## config.mk

```make
export PLATFORM = sky130hd
export DESIGN_NAME = pipe_decode_ctrl
export DESIGN_NICKNAME = d
export VERILOG_FILES = /design/src/rtl/ctrl_pkg.sv /design/src/rtl/pipe_decode_ctrl_inst_decode.sv /design/src/rtl/pipe_decode_ctrl.sv
export SDC_FILE = /design/constraint.sdc
export NUM_CORES = 1
export LEC_CHECK = 0
export BUFFER_PORTS_ARGS = -buffer_cell sky130_fd_sc_hd__buf_2
export CAP_MARGIN = 20
export CORE_MARGIN = 2
export CORE_UTILIZATION = 42
export CTS_BUF_LIST = sky130_fd_sc_hd__clkbuf_4 sky130_fd_sc_hd__clkbuf_8 sky130_fd_sc_hd__clkbuf_16
export CTS_CLUSTER_SIZE = 12
export DETAILED_ROUTE_END_ITERATION = 7
export GPL_ROUTABILITY_DRIVEN = 0
export GPL_TIMING_DRIVEN = 0
export MAX_ROUTING_LAYER = met4
export PLACE_DENSITY = 0.8
export SETUP_SLACK_MARGIN = 0.5
export SLEW_MARGIN = 20
export SYNTH_ARGS = -nofsm -noshare
export SYNTH_HDL_FRONTEND = slang
export SYNTH_SLANG_ARGS = --single-unit
```

## constraint.sdc

```tcl
create_clock -name clk -period 3.7 [get_ports clk]
set_input_delay 0.37 -clock clk [delete_from_list [all_inputs] [get_ports clk]]
set_output_delay 0.37 -clock clk [all_outputs]
set_load 0.01 [all_outputs]
```

## src/rtl/ctrl_pkg.sv

```systemverilog
// Shared encodings for the pipelined RV32I control decoder: opcodes, select codes,
// ALU codes and the registered control bundle.
package ctrl_pkg;

  localparam logic [6:0] OP_R      = 7'b0110011;
  localparam logic [6:0] OP_IMM    = 7'b0010011;
  localparam logic [6:0] OP_LOAD   = 7'b0000011;
  localparam logic [6:0] OP_STORE  = 7'b0100011;
  localparam logic [6:0] OP_BRANCH = 7'b1100011;
  localparam logic [6:0] OP_JAL    = 7'b1101111;
  localparam logic [6:0] OP_JALR   = 7'b1100111;
  localparam logic [6:0] OP_LUI    = 7'b0110111;
  localparam logic [6:0] OP_AUIPC  = 7'b0010111;

  localparam logic [6:0] FUNCT7_M  = 7'b0000001;

  typedef enum logic [2:0] {
    IMM_I = 3'd0,
    IMM_S = 3'd1,
    IMM_B = 3'd2,
    IMM_U = 3'd3,
    IMM_J = 3'd4
  } imme_sel_e;

  typedef enum logic [1:0] {
    RD_ALU = 2'd0,
    RD_MEM = 2'd1,
    RD_PC4 = 2'd2,
    RD_IMM = 2'd3
  } rd_sel_e;

  typedef enum logic [1:0] {
    RS1_REG  = 2'd0,
    RS1_PC   = 2'd1,
    RS1_ZERO = 2'd2
  } rs1_sel_e;

  localparam logic [4:0] ALU_ADD  = 5'b00000;
  localparam logic [4:0] ALU_SUB  = 5'b01000;
  localparam logic [4:0] ALU_MUL  = 5'b10000;
  localparam logic [4:0] ALU_MULH = 5'b10001;
  localparam logic [4:0] ALU_MULHSU = 5'b10010;
  localparam logic [4:0] ALU_MULHU  = 5'b10011;
  localparam logic [4:0] ALU_DIV  = 5'b10100;
  localparam logic [4:0] ALU_DIVU = 5'b10101;
  localparam logic [4:0] ALU_REM  = 5'b10110;
  localparam logic [4:0] ALU_REMU = 5'b10111;

  // Branch compares live in the upper half of the base ALU code space.
  function automatic logic [4:0] alu_branch(input logic [2:0] funct3);
    return {2'b01, funct3};
  endfunction

  typedef struct packed {
    logic [4:0] rd;
    logic [4:0] rs1;
    logic [4:0] rs2;
    logic [4:0] alu_ctrl;
    imme_sel_e  imme_sel;
    rd_sel_e    rd_sel;
    rs1_sel_e   rs1_sel;
    logic       reg_write;
    logic       mem_write;
    logic       load;
    logic       store;
    logic       branch;
    logic       jal;
    logic       jalr;
    logic       illegal;
  } ctrl_bundle_t;

endpackage

```

## src/rtl/pipe_decode_ctrl_inst_decode.sv

```systemverilog
// Combinational RV32I instruction decoder producing the ID/EX control bundle.
// Define RV32M_EN to decode the M extension; otherwise M encodings are illegal.
module inst_decode
  import ctrl_pkg::*;
(
  input  logic [31:0]  inst,
  output ctrl_bundle_t ctrl,
  output logic         rs1_used,
  output logic         rs2_used
);

  logic [6:0] opcode;
  logic [2:0] funct3;
  logic [6:0] funct7;
  logic       writes_rd;

  assign opcode = inst[6:0];
  assign funct3 = inst[14:12];
  assign funct7 = inst[31:25];

  always_comb begin
    ctrl      = '0;
    ctrl.rd   = inst[11:7];
    ctrl.rs1  = inst[19:15];
    ctrl.rs2  = inst[24:20];
    writes_rd = 1'b0;
    rs1_used  = 1'b1;
    rs2_used  = 1'b0;

    case (opcode)
      OP_R: begin
        writes_rd = 1'b1;
        rs2_used  = 1'b1;
        if (funct7 == FUNCT7_M) begin
`ifdef RV32M_EN
          ctrl.alu_ctrl = {2'b10, funct3};
`else
          ctrl.alu_ctrl = {2'b00, funct3};
          ctrl.illegal  = 1'b1;
`endif
        end else begin
          ctrl.alu_ctrl = {1'b0, inst[30], funct3};
        end
      end
      OP_IMM: begin
        writes_rd     = 1'b1;
        // Only the shift-right form uses bit 30 to pick arithmetic vs logical.
        ctrl.alu_ctrl = {1'b0, (funct3 == 3'b101) & inst[30], funct3};
      end
      OP_LOAD: begin
        writes_rd   = 1'b1;
        ctrl.load   = 1'b1;
        ctrl.rd_sel = RD_MEM;
      end
      OP_STORE: begin
        ctrl.store     = 1'b1;
        ctrl.mem_write = 1'b1;
        ctrl.imme_sel  = IMM_S;
        rs2_used       = 1'b1;
      end
      OP_BRANCH: begin
        ctrl.branch   = 1'b1;
        ctrl.imme_sel = IMM_B;
        ctrl.rs1_sel  = RS1_PC;
        ctrl.alu_ctrl = alu_branch(funct3);
        rs2_used      = 1'b1;
      end
      OP_JAL: begin
        writes_rd     = 1'b1;
        ctrl.jal      = 1'b1;
        ctrl.imme_sel = IMM_J;
        ctrl.rd_sel   = RD_PC4;
        ctrl.rs1_sel  = RS1_PC;
        rs1_used      = 1'b0;
      end
      OP_JALR: begin
        writes_rd   = 1'b1;
        ctrl.jalr   = 1'b1;
        ctrl.rd_sel = RD_PC4;
      end
      OP_LUI: begin
        writes_rd     = 1'b1;
        ctrl.imme_sel = IMM_U;
        ctrl.rd_sel   = RD_IMM;
        ctrl.rs1_sel  = RS1_ZERO;
        rs1_used      = 1'b0;
      end
      OP_AUIPC: begin
        writes_rd     = 1'b1;
        ctrl.imme_sel = IMM_U;
        ctrl.rs1_sel  = RS1_PC;
        rs1_used      = 1'b0;
      end
      default: begin
        ctrl.illegal = 1'b1;
      end
    endcase

    ctrl.reg_write = writes_rd & ~ctrl.illegal & (inst[11:7] != 5'd0);
  end

endmodule

```

## src/rtl/pipe_decode_ctrl.sv

```systemverilog
// Registered ID/EX control decoder with valid/ready handshake, load-use bubble
// insertion, EX flush and a saturating bubble counter. RV32M_EN enables M decode.
module pipe_decode_ctrl
  import ctrl_pkg::*;
#(
  parameter int XLEN        = 32,
  parameter int STALL_CNT_W = 16
) (
  input  logic                   clk,
  input  logic                   rst_n,
  input  logic                   in_valid,
  output logic                   in_ready,
  input  logic [31:0]            inst,
  input  logic [XLEN-1:0]        pc,
  input  logic                   flush,
  output logic                   out_valid,
  input  logic                   out_ready,
  output logic [XLEN-1:0]        out_pc,
  output logic [4:0]             out_rd,
  output logic [4:0]             out_rs1,
  output logic [4:0]             out_rs2,
  output logic [4:0]             out_alu_ctrl,
  output logic [2:0]             out_imme_sel,
  output logic [1:0]             out_rd_sel,
  output logic [1:0]             out_rs1_sel,
  output logic                   out_reg_write,
  output logic                   out_mem_write,
  output logic                   out_load,
  output logic                   out_store,
  output logic                   out_branch,
  output logic                   out_jal,
  output logic                   out_jalr,
  output logic                   out_illegal,
  output logic [STALL_CNT_W-1:0] stall_cnt
);

  localparam logic [STALL_CNT_W-1:0] CNT_ONE = 1;

  ctrl_bundle_t           dec_ctrl;
  ctrl_bundle_t           bundle_q, bundle_d;
  logic                   rs1_used, rs2_used;
  logic                   valid_q, valid_d;
  logic [XLEN-1:0]        pc_q, pc_d;
  logic [STALL_CNT_W-1:0] cnt_q, cnt_d;
  logic                   hazard;
  logic                   accept;

  inst_decode u_inst_decode (
    .inst     (inst),
    .ctrl     (dec_ctrl),
    .rs1_used (rs1_used),
    .rs2_used (rs2_used)
  );

  // A held load only blocks an incoming instruction that actually reads its rd.
  always_comb begin
    hazard = in_valid & valid_q & bundle_q.load & (bundle_q.rd != 5'd0) &
             ((rs1_used & (dec_ctrl.rs1 == bundle_q.rd)) |
              (rs2_used & (dec_ctrl.rs2 == bundle_q.rd)));
    in_ready = ((~valid_q | out_ready) & ~hazard) | flush;
    accept   = in_valid & in_ready & ~flush;
  end

  always_comb begin
    valid_d  = valid_q;
    bundle_d = bundle_q;
    pc_d     = pc_q;
    cnt_d    = cnt_q;
    if (flush) begin
      valid_d = 1'b0;
    end else if (accept) begin
      valid_d  = 1'b1;
      bundle_d = dec_ctrl;
      pc_d     = pc;
    end else if (out_ready) begin
      // The load drains while the dependent instruction waits: one bubble.
      valid_d = 1'b0;
      if (hazard && (cnt_q != '1)) begin
        cnt_d = cnt_q + CNT_ONE;
      end
    end
  end

  always_ff @(posedge clk or negedge rst_n) begin
    if (!rst_n) begin
      valid_q  <= 1'b0;
      bundle_q <= '0;
      pc_q     <= '0;
      cnt_q    <= '0;
    end else begin
      valid_q  <= valid_d;
      bundle_q <= bundle_d;
      pc_q     <= pc_d;
      cnt_q    <= cnt_d;
    end
  end

  assign out_valid     = valid_q;
  assign out_pc        = pc_q;
  assign out_rd        = bundle_q.rd;
  assign out_rs1       = bundle_q.rs1;
  assign out_rs2       = bundle_q.rs2;
  assign out_alu_ctrl  = bundle_q.alu_ctrl;
  assign out_imme_sel  = bundle_q.imme_sel;
  assign out_rd_sel    = bundle_q.rd_sel;
  assign out_rs1_sel   = bundle_q.rs1_sel;
  assign out_reg_write = bundle_q.reg_write;
  assign out_mem_write = bundle_q.mem_write;
  assign out_load      = bundle_q.load;
  assign out_store     = bundle_q.store;
  assign out_branch    = bundle_q.branch;
  assign out_jal       = bundle_q.jal;
  assign out_jalr      = bundle_q.jalr;
  assign out_illegal   = bundle_q.illegal;
  assign stall_cnt     = cnt_q;

endmodule

```

Yosys cells after proc, flatten, opt, wreduce, memory -nomap -nowiden --
Cells that the tools add are included.
Cells by class: multiplexer cells 18, eq/ne operators 14, bitwise gates (word level) 20, add/subtract/negate cells 1, reductions and logical operators 13
Operators with widths (number):
- $eq A7 B6 Y1 const B | 3
- $eq A7 B7 Y1 const B | 3
- $add A16 B1 Y16 const B | 1
- $ne A16 B16 Y1 const B | 1
- $eq A7 B5 Y1 const B | 2
- $and A1 B1 Y1 | 12
- $mux W1 | 12
- $pmux W3 S4 | 1
- $pmux W4 S3 | 1
- $eq A5 B5 Y1 | 2
- $reduce_bool A5 Y1 | 2
- $reduce_or A3 Y1 | 3
- $reduce_or A8 Y1 | 1
- $eq A7 B1 Y1 const B | 1
- $eq A7 B2 Y1 const B | 1
- $reduce_or A7 Y1 | 1
- $pmux W2 S3 | 1
- $not A1 Y1 | 5
- $mux W4 | 1
- $pmux W2 S2 | 1
- $reduce_and A4 Y1 | 1
- $reduce_or A2 Y1 | 2
- $eq A3 B3 Y1 const B | 1
- $or A1 B1 Y1 | 3
- other kinds (4) | 4
Storage, ports and cells: register bits 83, bits of input ports 69, word-level logic and storage cells 83

Logic depth before layout (Yosys ltp) --
Gate-level depths: netlist (run 1).
depth after elaboration 13, depth in mapped cells 9, gate-level depth less buffers 7

Hierarchy --
Synthesis (run 1) repeated with hierarchy kept, for this count alone.
Unflattened totals: cells, all modules 316, area total of the unflattened synthesis 4041.4 µm²
By module, submodules not included:
- pipe_decode_ctrl | area an instance 3512.1 µm², cells an instance 237, times used 1, sequential area each 2102.0 µm²
- inst_decode | area an instance 529.3 µm², cells an instance 79, times used 1, sequential area each 0.0 µm²

Least setup slack after synthesis (run 1) --
OpenSTA, ideal clock, no wires.
path kind register to register, start reg bundle_q (netlist bit out_rd[0]), end reg bundle_q (netlist bit out_rd[0]), data required time 3572 ps, stages on the path, launching flop included 9, path buffers 2, clock period less this slack 2409 ps, data arrival time 2282 ps, path slack 1291 ps, cell sequence dfrtp_1 > nor3_1 > a211o_1 > or3_1 > o31ai_2 > or3_1 > buf_4 > buf_6 > mux2_1
On the way: longest elaborated chain between the ends 10, elaborated cells on any way between the ends 14, those cells by class 2 x eq/ne; 10 x bitwise; 2 x reduce/logical
Ends and longest elaborated chain:
- start: declaration | line pipe_decode_ctrl.sv:40 | ctrl_bundle_t bundle_q, bundle_d;
- start signal: assignment | line pipe_decode_ctrl.sv:92 | bundle_q <= bundle_d;
- $eq A5 B5 Y1, on equally long branches | line pipe_decode_ctrl.sv:58, pipe_decode_ctrl.sv:59
- $and A1 B1 Y1, on equally long branches | line pipe_decode_ctrl.sv:58, pipe_decode_ctrl.sv:59
- $or A1 B1 Y1 | line pipe_decode_ctrl.sv:58 | ((rs1_used & (dec_ctrl.rs1 == bundle_q.rd)) |
- $and A1 B1 Y1 * | line pipe_decode_ctrl.sv:57 | hazard = in_valid & valid_q & bundle_q.load & (bundle_q.rd != 5'd0) &
- $not A1 Y1 * | line pipe_decode_ctrl.sv:60 | in_ready = ((~valid_q | out_ready) & ~hazard) | flush;
- $and A1 B1 Y1 * | line pipe_decode_ctrl.sv:60
- $or A1 B1 Y1 * | line pipe_decode_ctrl.sv:60
- $and A1 B1 Y1 * (2 in a row) | line pipe_decode_ctrl.sv:61 | accept = in_valid & in_ready & ~flush;
- $reduce_and A2 Y1 (no line) *
Every way passes the cells marked *; elsewhere a longest branch is shown, timed or not. A chain may end at the register's enable or synchronous reset.

Worst setup path in the final report (run 1) --
start reg bundle_q (netlist bit out_rd[0]), end reg bundle_q (netlist bit out_rs1[2])
Same word-level chain as after synthesis.

==> impl_metrics.json, run 1 <==
{
  "detail-route-antenna-nets": 0,
  "vdd_drop_max_uv": 203,
  "end_kind": "flop",
  "vias": 2874,
  "cts_tree": "done",
  "grt_pass1_wl_um": 14700,
  "initial_utilization": 0.433,
  "dr.first_iter.drc_count": 54,
  "finClkSkew_ns": 0.0122,
  "hold_class": "in -> reg",
  "grt_max_degree": 46,
  "crit_path_max_incr_delay_ns": 0.44,
  "drcViolationCount": 0,
  "yosysSeqAreaShare": 0.547,
  "syn-cell-area_um2": 3750,
  "layout_commonest_cell": "buf_2",
  "path_common_cell": "or3_1",
  "synth_nets": 368,
  "num_rows": 34,
  "cp_cell_sequence": "nor3_1 > a211o_1 > or3_1 > o31ai_2 > or3_1 > buf_4 > buf_6 > mux2_1",
  "synth_edf_count": 0,
  "dp_hpwl_um": 6660,
  "final_cell_area_um2": 4880,
  "io_pins": 154,
  "grt_pass1_vias": 3068,
  "root_buffer": "clkbuf_8",
  "worst_slew_pin_slew_ns": 0.605,
  "fin_nets": 532,
  "finalHoldViolCount": 0,
  "dpl_cell_area_um2": 4670,
  "finalMaxSlewViolations": 0,
  "setup_viol": 0,
  "yosys_warnings": 0,
  "p_leak_nw": 2.51,
  "tns_ns": 0,
  "async_flop_share": 1.00,
  "clk_pin_slew_worst_paths_ns": 0.09,
  "die_x_um": 98.5,
  "cts_buffer_depth": 2,
  "avgSynthCellArea_um2": 12.6,
  "status": "completed",
  "maxCapViolCount": 0,
  "area_growth_pct": 29.9,
  "drive_above_1_share": 0.433,
  "grt_setup_unrepaired": "false",
  "grt_usage": 0.193,
  "period_share": 0.720,
  "htreeDepth": 3,
  "antenna_cells": 0,
  "netlist-cell-type-count": 44,
  "post-cts-setup-buffer-count": 0,
  "die_height_um": 98.5,
  "numCtsBuffers": 9,
  "antenna_found_initial": 0,
  "syn_inst": 298,
  "arrival_ns": 2.91,
  "synth-seq-cells": 82,
  "dr.pass1.iters": 4,
  "wl_per_cell_um": 15.1,
  "layout_common_cells": "buf_2, dfrtp_1, mux2_1, nand2_1, mux2_2",
  "core-area_um2": 8680,
  "port_buffers": 151,
  "crit_slowest_cell": "dfrtp_1",
  "p_per_area_nw_per_um2": 423,
  "worstSetupStartpointType": "flop",
  "required_ns": 3.94,
  "grt_overflow": 0,
  "via_per_inst": 5.00,
  "worstSetupPathType": "reg -> reg",
  "die-area_um2": 9710,
  "synth_flop_cell": "dfrtp_1",
  "maxSlewHeadroom": 0.591,
  "ctsHoldBuffers": 1,
  "crit_fanout": 10,
  "postRouteWirelength_um": 8680,
  "fin_crit_ns": 2.67,
  "cts.sinks": 82,
  "clk_latency_ns": 0.35,
  "max_freq_mhz": 375,
  "r2r_setup_slack_ns": 1.03,
  "cts_resized": 0
}
==> report_power, final <==
group	internal, mW	switching [mW]	total [mW]
combinational	0.182	0.181	0.363
sequential	0.984	0.0519	1.04
clock	0.317	0.348	0.664
==> synthesized netlist by cell type, drive strengths merged, types with 2 or more instances <==
cell | instances | area share
and3 | 2 | 0.0047
nand3 | 9 | 0.012
nor3 | 8 | 0.013
xor2 | 14 | 0.033
dfrtp | 82 | 0.55
o21ai | 7 | 0.0093
a211o | 2 | 0.0047
nand2b | 3 | 0.0050
xnor2 | 11 | 0.026
nor4 | 2 | 0.0050
nor4b | 2 | 0.0047
inv | 8 | 0.0080
and4 | 3 | 0.0070
or4 | 3 | 0.0060
and2 | 2 | 0.0033
or3 | 3 | 0.0050
nand4 | 5 | 0.0083
nor3b | 2 | 0.0040
buf | 11 | 0.027
or2 | 2 | 0.0033
mux2i | 6 | 0.016
mux2 | 60 | 0.18
nor2 | 12 | 0.012
nor2b | 2 | 0.0033
clkbuf | 2 | 0.0020
nand2 | 23 | 0.023
==> registers in the layout, indices dropped and copies added, names as in the netlist, 2 cells and up <==
register and count:
out_alu_ctrl 4, out_imme_sel 3, out_pc 32, out_rd 5, out_rd_sel 2, out_rs1 5
out_rs1_sel 2, out_rs2 5, stall_cnt 16
==> per-stage QoR <==
stage | total power, mW | util | cells | hold slack, ns | setup slack, ns
floorplan | 1.24 | - | 298 | 0.0744 | 1.29
global placement | 1.40 | 0.535 | 557 | 0.470 | 0.801
detailed placement | 1.42 | 0.538 | 558 | 0.372 | 0.773
CTS | 2.09 | 0.562 | 575 | 0.210 | 0.975
global route | 2.17 | 0.562 | 575 | 0.218 | 0.906
finish | 2.06 | 0.562 | 575 | 0.226 | 1.03
==> cell type report <==
cell class	count	area (µm²)
inverter	8	30.0
clock buffer	9	124
clock inverter	7	76.3
multi-input combinational	195	1560
sequential	82	2050
tap	108	135
fill	768	3800
timing repair buffer	153	788
buffer	13	108
==> per-layer routing <==
metal	vias to the layer above	GRT usage	routed length, µm	share of wire
met1	1381	0.245	3820	0.44
li1	1367	-	-	-
met2	107	0.311	4160	0.48
met5	-	-	0	0
met4	0	0.0706	198	0.023
met3	19	0.0376	499	0.057
==> path summary, 6_finish.rpt <==
check                      startpoint             end  cells past startpoint
max reg2reg                 out_rd[0]      out_rs1[2]                      8
max in group asynchronous       rst_n  out_rs1_sel[1]                      3
min reg2reg                  out_jalr        out_jalr                      1
max                         out_rd[0]      out_rs1[2]                      8
min in group asynchronous       rst_n    stall_cnt[7]                      2
min                            pc[23]      out_pc[23]                      2
==> cell families (layout without fill, tap and decap cells) <==
kind of cell    count (synthesis)  count (layout)  share of synthesized area
simple gates                   87              87                      0.132
compound gates                 15              15                     0.0263
mux                            66              66                      0.196
xor+xnor                       25              25                     0.0583
fa+ha+maj                       1               1                    0.00333
other cells                     1               1                   0.000999
buf+inv                        21             190                     0.0367
flops                          82              82                      0.547
==> critical path: cells and delay by family, from the launching register on <==
family / cells / cell delay (ns)
AO/OA/AOI/OAI: 2 / 0.64
buffers and inverters: 2 / 0.44
flip-flops: 1 / 0.44
multiplexers: 1 / 0.34
AND/OR/NAND/NOR: 3 / 0.68
Note: power is estimated with default switching activity, not from simulation.
==> inputs of run 2 (changes only) <==
- PLACE_DENSITY: 0.8 -> 0.83
- clock period: 3.7 -> 2.4 ns (I/O delays scaled with it)
==> run 2 against run 1 <==
Total power grew 65%. Final area grew 9.4%. Fmax grew 14%. Largest power group unchanged. Non-clock buffer count grew 17. Clock skew shrank 0.0017 ns. Critical endpoint is now out_rd[4]. Critical path depth is the same. Die area is the same. Sequential power grew 54%. Largest cell class unchanged. Sequential cell count is the same. First-iteration DRC count grew 33%.
==> impl_metrics.json, run 2 (synthesized netlist as in run 1, its figures left out) <==
{
  "status": "completed",
  "postRouteWirelength_um": 9170,
  "initial_utilization": 0.433,
  "port_buffers": 151,
  "grt_pass1_wl_um": 14400,
  "tns_ns": 0,
  "finClkSkew_ns": 0.0105,
  "grt_max_degree": 43,
  "period_share": 0.972,
  "antenna_cells": 0,
  "vdd_drop_max_uv": 383,
  "fin_nets": 549,
  "hold_class": "in -> reg",
  "fin_crit_ns": 2.33,
  "area_growth_pct": 42.1,
  "layout_commonest_cell": "buf_2",
  "place_inst": 558,
  "dp_hpwl_um": 6790,
  "worstSetupStartpointType": "flop",
  "maxCapViolCount": 0,
  "drive_above_1_share": 0.510,
  "pre_cts_ws_ns": -0.306,
  "drcViolationCount": 0,
  "die_height_um": 98.5,
  "grt_overflow": 0,
  "clk_pin_slew_worst_paths_ns": 0.08,
  "cts.sinks": 82,
  "dr.first_iter.drc_count": 72,
  "via_per_inst": 5.04,
  "die_x_um": 98.5,
  "utilization": 0.615,
  "maxSlewHeadroom": 0.629,
  "layout.cells.non_filler": 592,
  "antenna_found_initial": 0,
  "finalHoldViolCount": 0,
  "grt_pass1_vias": 3038,
  "die-area_um2": 9710,
  "finalMaxSlewViolations": 0,
  "grt_setup_unrepaired": "true",
  "num_rows": 34,
  "htreeDepth": 3,
  "core-area_um2": 8680,
  "root_buffer": "clkbuf_8",
  "dr.pass1.iters": 4,
  "io_pins": 154,
  "cts_buffer_depth": 2,
  "detail-route-antenna-nets": 0,
  "grt_usage": 0.192,
  "largest_reg_flops": 32,
  "setup_ws_ns": 0.0683,
  "required_ns": 2.63,
  "layout_common_cells": "buf_2, dfrtp_1, mux2_1, nand2_1, buf_4",
  "arrival_ns": 2.56,
  "p_per_area_nw_per_um2": 637,
  "worstSetupPathType": "reg -> reg",
  "end_kind": "flop",
  "vias": 2983,
  "wl_per_cell_um": 15.5,
  "crit_fanout": 10,
  "p_leak_nw": 2.78,
  "max_freq_mhz": 429,
  "setup_viol": 0,
  "worst_slew_pin_slew_ns": 0.549,
  "clk_latency_ns": 0.35,
  "numCtsBuffers": 9,
  "cts_tree": "done"
}
run 2: changes by cell type in the layout (fill, tap and decap cells not counted), moves of 5 or more:
cell     previous run  this run
nor2_1             12         6
dfrtp_2             0         5
buf_12              1         9
dfrtp_1            82        77
xnor2_1            11         5
buf_6               6         1
buf_4               4        17
run 2: area by class of cell:
cell class                 instances  area (µm²)
buffer                            13         189
clock buffer                      11         145
clock inverter                     5        77.6
fill                             709        3340
inverter                           8        30.0
multi-input combinational        195        1740
sequential                        82        2060
tap                              108         135
timing repair buffer             170         963
run 2: worst max-delay path: stages, from the launching register on:
cell and delay, ns:
dfrtp_2 0.41, nor2_1 0.07, a211o_1 0.32, or4_4 0.51
o31ai_4 0.09, or3_4 0.21, buf_12 0.15, buf_12 0.13
mux2_1 0.33
run 2: metal layers:
layer  part of all wire  track usage  vias up
met5                  0            -        -
met2               0.51        0.314      116
met4             0.0085       0.0558        0
li1                   -            -     1404
met3              0.055       0.0404        7
met1               0.43        0.241     1456
run 2: worst paths after layout:
check | from | slack, ns | end | depth (start not counted)
worst max-delay path | out_rd[3] | 0.07 | out_rd[4] | 8
worst min register to register | out_pc[17] | 0.49 | out_pc[17] | 1
min in group asynchronous | rst_n | 0.43 | stall_cnt[15] | 2
worst max register to register | out_rd[3] | 0.07 | out_rd[4] | 8
max in group asynchronous | rst_n | 1.35 | out_rd[0] | 3
worst min-delay path | pc[26] | 0.09 | out_pc[26] | 2
run 2: power by group:
group / internal, mW / switching, mW / total [mW]
clock: 0.623 / 0.493 / 1.12
sequential: 1.52 / 0.0796 / 1.60
combinational: 0.365 / 0.320 / 0.685
run 2: what timing repair did:
action                                 in CTS  in global routing
buffers inserted                           11                  4
pin swaps                                   1                  8
cloned                                      0                  2
resized for setup                          19                 28
endpoints found under the hold margin      40                  0
setup endpoints to repair                  82                 82
hold buffers                                1                  0
run 2: per-stage QoR:
stage | total power [mW] | hold WS (ns) | area [µm²]
after floorplan | 1.92 | -0.0556 | 3780
after global placement | 2.18 | 0.452 | 4670
after global routing | 3.57 | 0.0898 | 5330
final | 3.40 | 0.0949 | 5330
after detailed placement | 2.21 | 0.257 | 4700
after CTS | 3.39 | 0.0788 | 5110
